[config.mk]
export PLATFORM = sky130hd
export DESIGN_NAME = regfile_fifo_bridge
export DESIGN_NICKNAME = d
export VERILOG_FILES = /design/src/rtl/regfile_fifo_bridge.sv
export SDC_FILE = /design/constraint.sdc
export NUM_CORES = 1
export LEC_CHECK = 0
export CAP_MARGIN = 20
export CELL_PAD_IN_SITES_DETAIL_PLACEMENT = 1
export CELL_PAD_IN_SITES_GLOBAL_PLACEMENT = 2
export CORE_UTILIZATION = 42
export DETAILED_ROUTE_END_ITERATION = 8
export PLACE_DENSITY = 0.81
export SLEW_MARGIN = 15
export SYNTH_ARGS = -nofsm -noshare
export SYNTH_HDL_FRONTEND = slang
export SYNTH_SLANG_ARGS = --single-unit
[constraint.sdc]
create_clock -name axi_aclk -period 4.95 [get_ports axi_aclk]
set_input_delay 0.99 -clock axi_aclk [delete_from_list [all_inputs] [get_ports axi_aclk]]
set_output_delay 0.99 -clock axi_aclk [all_outputs]
set_load 0.02 [all_outputs]
[src/rtl/regfile_fifo_bridge.sv]
// Software-driven FIFO fed by AXI register-file slots: toggle bits in ctrl_reg push/pop words,
// results loop back as a popped-data word and a status word.
module regfile_fifo_bridge #(
  parameter int DEPTH = 16,
  parameter int DW    = 32
) (
  input  logic          axi_aclk,
  input  logic          reset,
  input  logic [31:0]   ctrl_reg,
  input  logic [DW-1:0] wdata_reg,
  output logic [DW-1:0] rdata,
  output logic [31:0]   status
);

  localparam int AW = $clog2(DEPTH);
  localparam int LW = $clog2(DEPTH) + 1;
  localparam logic [LW-1:0] FULL_LVL = LW'(DEPTH);

  logic [DW-1:0] r_mem [DEPTH];
  logic [AW-1:0] r_wptr;
  logic [AW-1:0] r_rptr;
  logic [LW-1:0] r_level;
  logic          r_empty;
  logic          r_full;
  logic          r_ovf;
  logic          r_udf;
  logic          r_armed;
  logic [1:0]    r_ctrl_q;
  logic [DW-1:0] r_rdata;

  logic          w_clear;
  logic          w_push_req;
  logic          w_pop_req;
  logic          w_do_push;
  logic          w_do_pop;
  logic [LW-1:0] w_level_nxt;
  logic          w_unused_ctrl;

  assign w_unused_ctrl = ^ctrl_reg[31:3];

  // A toggle bit differing from its previous sample is one request; nothing fires until armed.
  always_comb begin
    w_clear     = ctrl_reg[2];
    w_push_req  = r_armed && !w_clear && (ctrl_reg[0] ^ r_ctrl_q[0]);
    w_pop_req   = r_armed && !w_clear && (ctrl_reg[1] ^ r_ctrl_q[1]);
    w_do_pop    = w_pop_req && !r_empty;
    w_do_push   = w_push_req && (!r_full || w_do_pop);
    w_level_nxt = r_level + LW'(w_do_push) - LW'(w_do_pop);
  end

  always_ff @(posedge axi_aclk or posedge reset) begin
    if (reset) begin
      r_wptr   <= '0;
      r_rptr   <= '0;
      r_level  <= '0;
      r_empty  <= 1'b1;
      r_full   <= 1'b0;
      r_ovf    <= 1'b0;
      r_udf    <= 1'b0;
      r_armed  <= 1'b0;
      r_ctrl_q <= 2'b00;
      r_rdata  <= '0;
    end else begin
      r_armed  <= 1'b1;
      r_ctrl_q <= ctrl_reg[1:0];
      if (w_clear) begin
        r_wptr  <= '0;
        r_rptr  <= '0;
        r_level <= '0;
        r_empty <= 1'b1;
        r_full  <= 1'b0;
        r_ovf   <= 1'b0;
        r_udf   <= 1'b0;
      end else begin
        if (w_do_push) begin
          r_wptr <= r_wptr + AW'(1);
        end
        if (w_do_pop) begin
          r_rptr  <= r_rptr + AW'(1);
          r_rdata <= r_mem[r_rptr];
        end
        if (w_push_req && !w_do_push) begin
          r_ovf <= 1'b1;
        end
        if (w_pop_req && !w_do_pop) begin
          r_udf <= 1'b1;
        end
        r_level <= w_level_nxt;
        r_empty <= (w_level_nxt == '0);
        r_full  <= (w_level_nxt == FULL_LVL);
      end
    end
  end

  // Storage is never reset; pointers alone define which entries are valid.
  always_ff @(posedge axi_aclk) begin
    if (w_do_push) begin
      r_mem[r_wptr] <= wdata_reg;
    end
  end

  assign rdata  = r_rdata;
  assign status = {12'b0, r_udf, r_ovf, r_full, r_empty, 16'(r_level)};

endmodule
==> results of run 1 <==
[cells by family (layout without fill, tap and decap cells)]
family	count (synthesis)	count (layout)	synth area share [%]
compound gates	77	77	2.45
xor+xnor	10	10	0.402
fa+ha+maj	11	11	0.667
buf+inv	90	218	2.68
flops	564	564	76.6
mux	161	161	14.8
other cells	2	24	0.0345
simple gates	89	89	2.34
[power groups by stage]
stage | clock network [mW] | registers, mW | logic (mW)
2_1_floorplan | 0 | 5.73 | 0.493
3_3_place_gp | 0 | 5.62 | 1.10
3_5_place_dp | 0 | 5.63 | 1.15
4_1_cts | 4.03 | 5.53 | 1.15
5_1_grt | 4.17 | 5.55 | 1.22
6_report | 3.95 | 5.53 | 1.14
[path summary, 6_finish.rpt]
kind	endpoint	slack, ns	depth (start not counted)
min in group asynchronous	r_ctrl_q[0]$_DFF_PP0_	0.72	2
worst max register to register	r_full$_DFF_PP0_	1.72	11
worst min-delay path	r_udf$_DFFE_PP0P_	0.51	2
worst max-delay path	r_full$_DFF_PP0_	1.30	12
max in group asynchronous	r_rptr[0]$_DFFE_PP0P_	3.36	3
worst min register to register	r_udf$_DFFE_PP0P_	0.51	2
[state kept, by name, summed over array words and instances, names as in the netlist]
signal / count
r_armed: 1
r_ctrl_q: 2
r_empty: 1
r_full: 1
r_level: 5
r_mem: 512
r_ovf: 1
r_rptr: 4
r_udf: 1
r_wptr: 4
rdata: 32
[tightest hold or removal path, delay by kind of cell (launching register included)]
family	cells	cell delay [ns]
compound gates	1	0.04
simple gates	1	0.07
flops	1	0.35
[cell usage after synthesis, types with 2 or more instances]
master | n | share of area [%]
mux4_2 | 128 | 13
mux2i_1 | 19 | 0.87
mux2_2 | 14 | 0.72
nand2b_1 | 2 | 0.057
and4b_1 | 8 | 0.37
buf_1 | 3 | 0.052
clkbuf_1 | 13 | 0.22
a21o_1 | 2 | 0.069
and4_1 | 4 | 0.16
o21ai_0 | 3 | 0.069
nand3_1 | 6 | 0.14
a221oi_1 | 16 | 0.64
edfxtp_1 | 512 | 71
nor2_1 | 42 | 0.72
a31oi_1 | 2 | 0.057
or3_1 | 2 | 0.057
nor2b_1 | 6 | 0.17
nor4b_1 | 5 | 0.20
xnor2_1 | 4 | 0.16
a211oi_1 | 2 | 0.069
buf_4 | 38 | 1.3
xor2_1 | 6 | 0.24
inv_1 | 9 | 0.16
buf_6 | 8 | 0.41
buf_8 | 2 | 0.14
nor3_1 | 5 | 0.11
o22ai_1 | 45 | 1.3
buf_2 | 16 | 0.37
dfrtp_1 | 51 | 5.9
conb_1 | 2 | 0.034
ha_1 | 10 | 0.57
a21oi_1 | 4 | 0.092
[cell type report]
type	count	area [µm²]
Inverter	9	33.8
Tap cell	680	851
Clock inverter	21	196
Sequential cell	564	16700
Fill cell	4641	26300
Clock buffer	76	1470
Timing Repair Buffer	112	1120
Multi-Input combinational cell	372	4650
[per-layer routing]
metal,vias to the layer above,GRT usage [%],part of all wire (%),wire length [µm]
met5,-,0,0.076,38
met1,5639,25.7,42,20700
met4,6,5.19,2.3,1120
li1,4354,-,-,-
met3,88,4.32,6.7,3310
met2,373,31.4,49,24500
==> results.tsv, run 1 <==
metric	value	unit
Slew @ Worst Pin	1.07	ns
synth unique cells	47	
Final setup viols	0	
RD Place Congestion	0.709	
Pint	8.12	mW
crit start category	input port	
Yosys reg bits	564	
Worst VDD drop	253	µV
arrival time worst endpoint	4.12	ns
Power, Total	10.6	mW
final core utilization	48.8	%
leakage power	7.83	nW
ANT cells	0	
Ports	130	
IO buf count	77	
number of buffers created by CTS	54	
Pre-Repair DR Iteration Count	4	
mean area per synthesized cell	21.7	µm²
sequential element share of the synthesized area	76.6	%
vias in the first global route	11100	
Setup CP Type	in2reg	
post-CTS resize count	0	
RSZ-0062 raised after global routing	false	
Ys Warns	0	
layout cells sized above 1	24.3	%
Reg-to-Reg Start	r_armed$_DFF_PP0_	
commonest non-fill, non-tap cell in the layout	edfxtp_1	
Post-DRT Antenna Nets	0	
highest net fanout along the worst path	5	
Final Instance Area	0.0250	mm²
Post-synth EDFFs	512	
pin count of the biggest net entering global routing	70	
Vias/cell	5.70	
DR WL/cell	27.1	µm
GRT overflow	0	
WHS	0.509	ns
# DRC	0	
status	complete, no violations	
Syn-to-layout area delta	14.9	%
max-slew violations	0	
CP Capture Type	flip-flop	
# nets final	1190	
Final Skew	0.0183	ns
crit path from	ctrl_reg[2]	
Die Ht	230	µm
crit-path cells	clkdlybuf4s50_1, nor3b_2, a21boi_2, nor2_1, inv_1, ha_1, inv_1, ha_1, fa_1, xor2_1, or3_1, nor4b_1	
Critical Path RT	5.42	ns
Clock Tree Buf Depth	3	
mapped cell area	0.0218	mm²
post-place setup slack	0.713	ns
CTS clk-pin slew, worst paths	0.06	ns
CTS tree	built	
fin crit period	3.65	ns
first-pass GRT wire length	73.3	mm
Via Count	10500	
row cnt	83	
Initial Utilization	42.4	%
Comb pwr share	10.7	%
worst-skew pair later-pin latency	0.60	ns
CTS sink cnt	564	
H-tree depth	2	
Die ar.	0.0528	mm²
slowest stage delay, CP	0.44	ns
Critical path buffers and inverters	3	
Core ar.	0.0513	mm²
commonest non-fill, non-tap cells in the layout	512 x edfxtp_1, 128 x mux4_2, 77 x clkdlybuf4s50_1, 54 x clkbuf_16, 48 x dfrtp_1	
Critical-path top delay cell	clkdlybuf4s50_1	
Syn Inst Count	1004	
Top Family by Delay on Critical Path	simple AND/OR/NAND/NOR gates	
non-filler instance count after layout	1834	
Relative slew margins	28.7	%
Post-CTS Setup Bufs	0	
clock network power share	37.2	%
Hold Crit Start	r_udf$_DFFE_PP0P_	
dominant synthesized flop cell	edfxtp_1	
setup TNS	0	ns
fin crit share	73.7	%
Routed WL	49.7	mm
hpwl dp	27.2	mm
Global Route Usage Sum	19.1	%
final hold violations	0	
width of the die	230	µm
fraction of synthesis flops using an asynchronous set or reset pin	9.22	%
Root Buffer	clkbuf_16	
Inst Count DP	1737	
switching share of power	23.5	%
Placed Area	0.0233	mm²
setup ws final	1.30	ns
DR iter-0 viols	998	
switching power total	2.49	mW
Hold-fix buffers, CTS	0	
Max Freq	274	MHz
sequential power share	52.0	%
number of antenna violations at the first check in global routing	4	
Max Cap Viol	0	
class of the worst hold path	reg2reg	
Power Dens Cells	425	mW/mm²
Power figures use the tool's default switching activity.
==> inputs of run 2 (changes only) <==
==> constraint.sdc (replaced) <==
create_clock -name axi_aclk -period 3 [get_ports axi_aclk]
set_input_delay 0.6 -clock axi_aclk [delete_from_list [all_inputs] [get_ports axi_aclk]]
set_output_delay 0.6 -clock axi_aclk [all_outputs]
set_load 0.02 [all_outputs]
==> run 2 against run 1 <==
Against the previous run: the run now ends with DRC left; cell count increased by 2.2%; register-to-register slack lost 1.5 ns; combinational power increased by 78%; worst setup slack worse by 1.2 ns; critical path type unchanged; count of clock-buffer cells in the layout shrank 3; die area unchanged; largest power group unchanged; sequential power grew 65%; total power up 66%; utilization grew 1.1 points; sequential share of layout area shrank 1.5 points; global-route usage rose by 0.57 points.
==> results.tsv, run 2 (synthesis results as in run 1) <==
metric	value	unit
status	finished with violations	
failing checks	DRC	
GRT overflow	0	
pin count of the biggest net entering global routing	53	
Slew @ Worst Pin	0.822	ns
fin crit share	95.1	%
Final Skew	0.0274	ns
Critical-path top delay cell	clkdlybuf4s50_1	
worst-skew pair later-pin latency	0.61	ns
arrival time worst endpoint	3.36	ns
first-pass GRT wire length	75.6	mm
CTS tree	built	
layout cells sized above 1	27.6	%
H-tree depth	2	
Die Ht	230	µm
number of antenna violations at the first check in global routing	2	
Global Route Usage Sum	19.7	%
CP most frequent cell	ha_1	
Inst Count DP	1774	
Clock Tree Buf Depth	3	
Post-DRT Antenna Nets	0	
final hold violations	0	
crit start category	input port	
# nets final	1227	
Max Freq	350	MHz
Ports	130	
fin crit period	2.85	ns
Final Instance Area	0.0256	mm²
Power Dens Cells	689	mW/mm²
CP Capture Type	flip-flop	
# DRC	1	
Root Buffer	clkbuf_16	
hpwl dp	28.8	mm
max-slew violations	0	
Core ar.	0.0513	mm²
Placed Area	0.0239	mm²
Syn-to-layout area delta	17.5	%
commonest non-fill, non-tap cells in the layout	512 x edfxtp_1, 128 x mux4_2, 75 x clkdlybuf4s50_1, 53 x clkbuf_16	
highest net fanout along the worst path	2	
RD Place Congestion	0.725	
DR iter-0 viols	941	
class of the worst hold path	in2reg	
slowest stage delay, CP	0.47	ns
commonest non-fill, non-tap cell in the layout	edfxtp_1	
Via Count	10600	
Top Family by Delay on Critical Path	adder cells	
Vias/cell	5.65	
Relative slew margins	45.2	%
Critical path buffers and inverters	3	
DR WL/cell	27.1	µm
crit-path cells	clkdlybuf4s50_1, buf_4, xnor2_1, nor2_4, ha_1, inv_1, ha_1, fa_1, xor2_1, or3_1, nor4b_2	
Final setup viols	0	
width of the die	230	µm
max reg flops	512	
Pre-Repair DR Iteration Count	7	
IO buf count	77	
Max Cap Viol	0	
RSZ-0062 raised after global routing	false	
row cnt	83	
vias in the first global route	11500	
Routed WL	50.8	mm
CTS clk-pin slew, worst paths	0.06	ns
filler cell count	4584	
Die ar.	0.0528	mm²
Top reg by flops	r_mem	
Critical Path RT	3.50	ns
non-filler instance count after layout	1874	
leakage power	8.12	nW
Worst VDD drop	445	µV
number of buffers created by CTS	53	
Initial Utilization	42.4	%
CTS sink cnt	564	
Setup CP Type	in2reg	
-- run 2: changes by cell type in the layout (fill, tap and decap cells not counted), sizes merged --
cell / change
clkinvlp: -2
inv: +2
buf: +38
clkdlybuf4s50: -2
dlymetal6s2s: +2
clkbuf: -3
clkinv: +4
diode: +1
-- run 2: what timing repair did --
item                                    CTS  global route
resized for setup                         0             5
endpoints found under the setup margin    0             2
hold buffers                              0             0
setup buffers                             0             1
-- run 2: metrics by stage --
step                power, mW  hold WS, ns  util (%)  setup slack [ns]  TNS [ns]
floorplan                10.3        0.464         -            -0.503    -48.26
global placement         11.2        0.490      46.6            -0.493     -1.49
detailed placement       11.3        0.498      46.6            -0.571     -1.90
CTS                      17.7        0.406      49.8           0.00360         0
global route             18.2        0.212      49.9            0.0172         0
finish                   17.6        0.216      49.9             0.146         0
-- run 2: layout make-up --
class	instances	area [µm²]	share of cell area [%]
Sequential cell	564	16700	65.2
Multi-Input combinational cell	372	4710	18.4
Timing Repair Buffer	150	1640	6.39
Clock buffer	73	1460	5.71
Tap cell	680	851	3.32
Clock inverter	25	211	0.826
Inverter	9	33.8	0.132
Antenna cell	1	2.50	0.00978
-- run 2: worst reg2reg max path, cell delays in order (launching register included) --
cell and delay, ns:
dfrtp_1 0.44, nor3b_4 0.26, a21boi_2 0.09, nor2_2 0.13, inv_2 0.05, ha_1 0.27
inv_1 0.04, ha_1 0.21, fa_1 0.43, xor2_1 0.19, or3_1 0.33, nor4b_2 0.27
-- run 2: path summary, 6_finish.rpt --
path                                   startpoint                    end  slack (ns)  depth (start not counted)
worst min register to register  r_ovf$_DFFE_PP0P_      r_ovf$_DFFE_PP0P_        0.51                          2
max in group asynchronous                   reset  r_rptr[0]$_DFFE_PP0P_        2.26                          3
worst max-delay path                  ctrl_reg[1]       r_full$_DFF_PP0_        0.15                         11
worst min-delay path                  ctrl_reg[0]  r_ctrl_q[0]$_DFF_PP0_        0.22                          1
min in group asynchronous                   reset  rdata[22]$_DFFE_PP0P_        0.40                          3
worst max register to register  r_armed$_DFF_PP0_       r_full$_DFF_PP0_        0.20                         11
-- run 2: power by group --
part	internal, mW	leakage, nW	switching [mW]
logic	0.954	2.07	1.07
clock network	3.67	0.827	2.83
registers	8.86	5.22	0.237
total	13.5	8.12	4.14
-- run 2: metal layers --
metal  vias to the layer above  share of wire, %  global-route usage (%)
met4                         2               2.0                    5.84
met2                       348                50                    32.6
met1                      5763                43                    26.8
li1                       4417                 -                       -
met5                         -             0.033                       0
met3                        67               5.2                    3.29
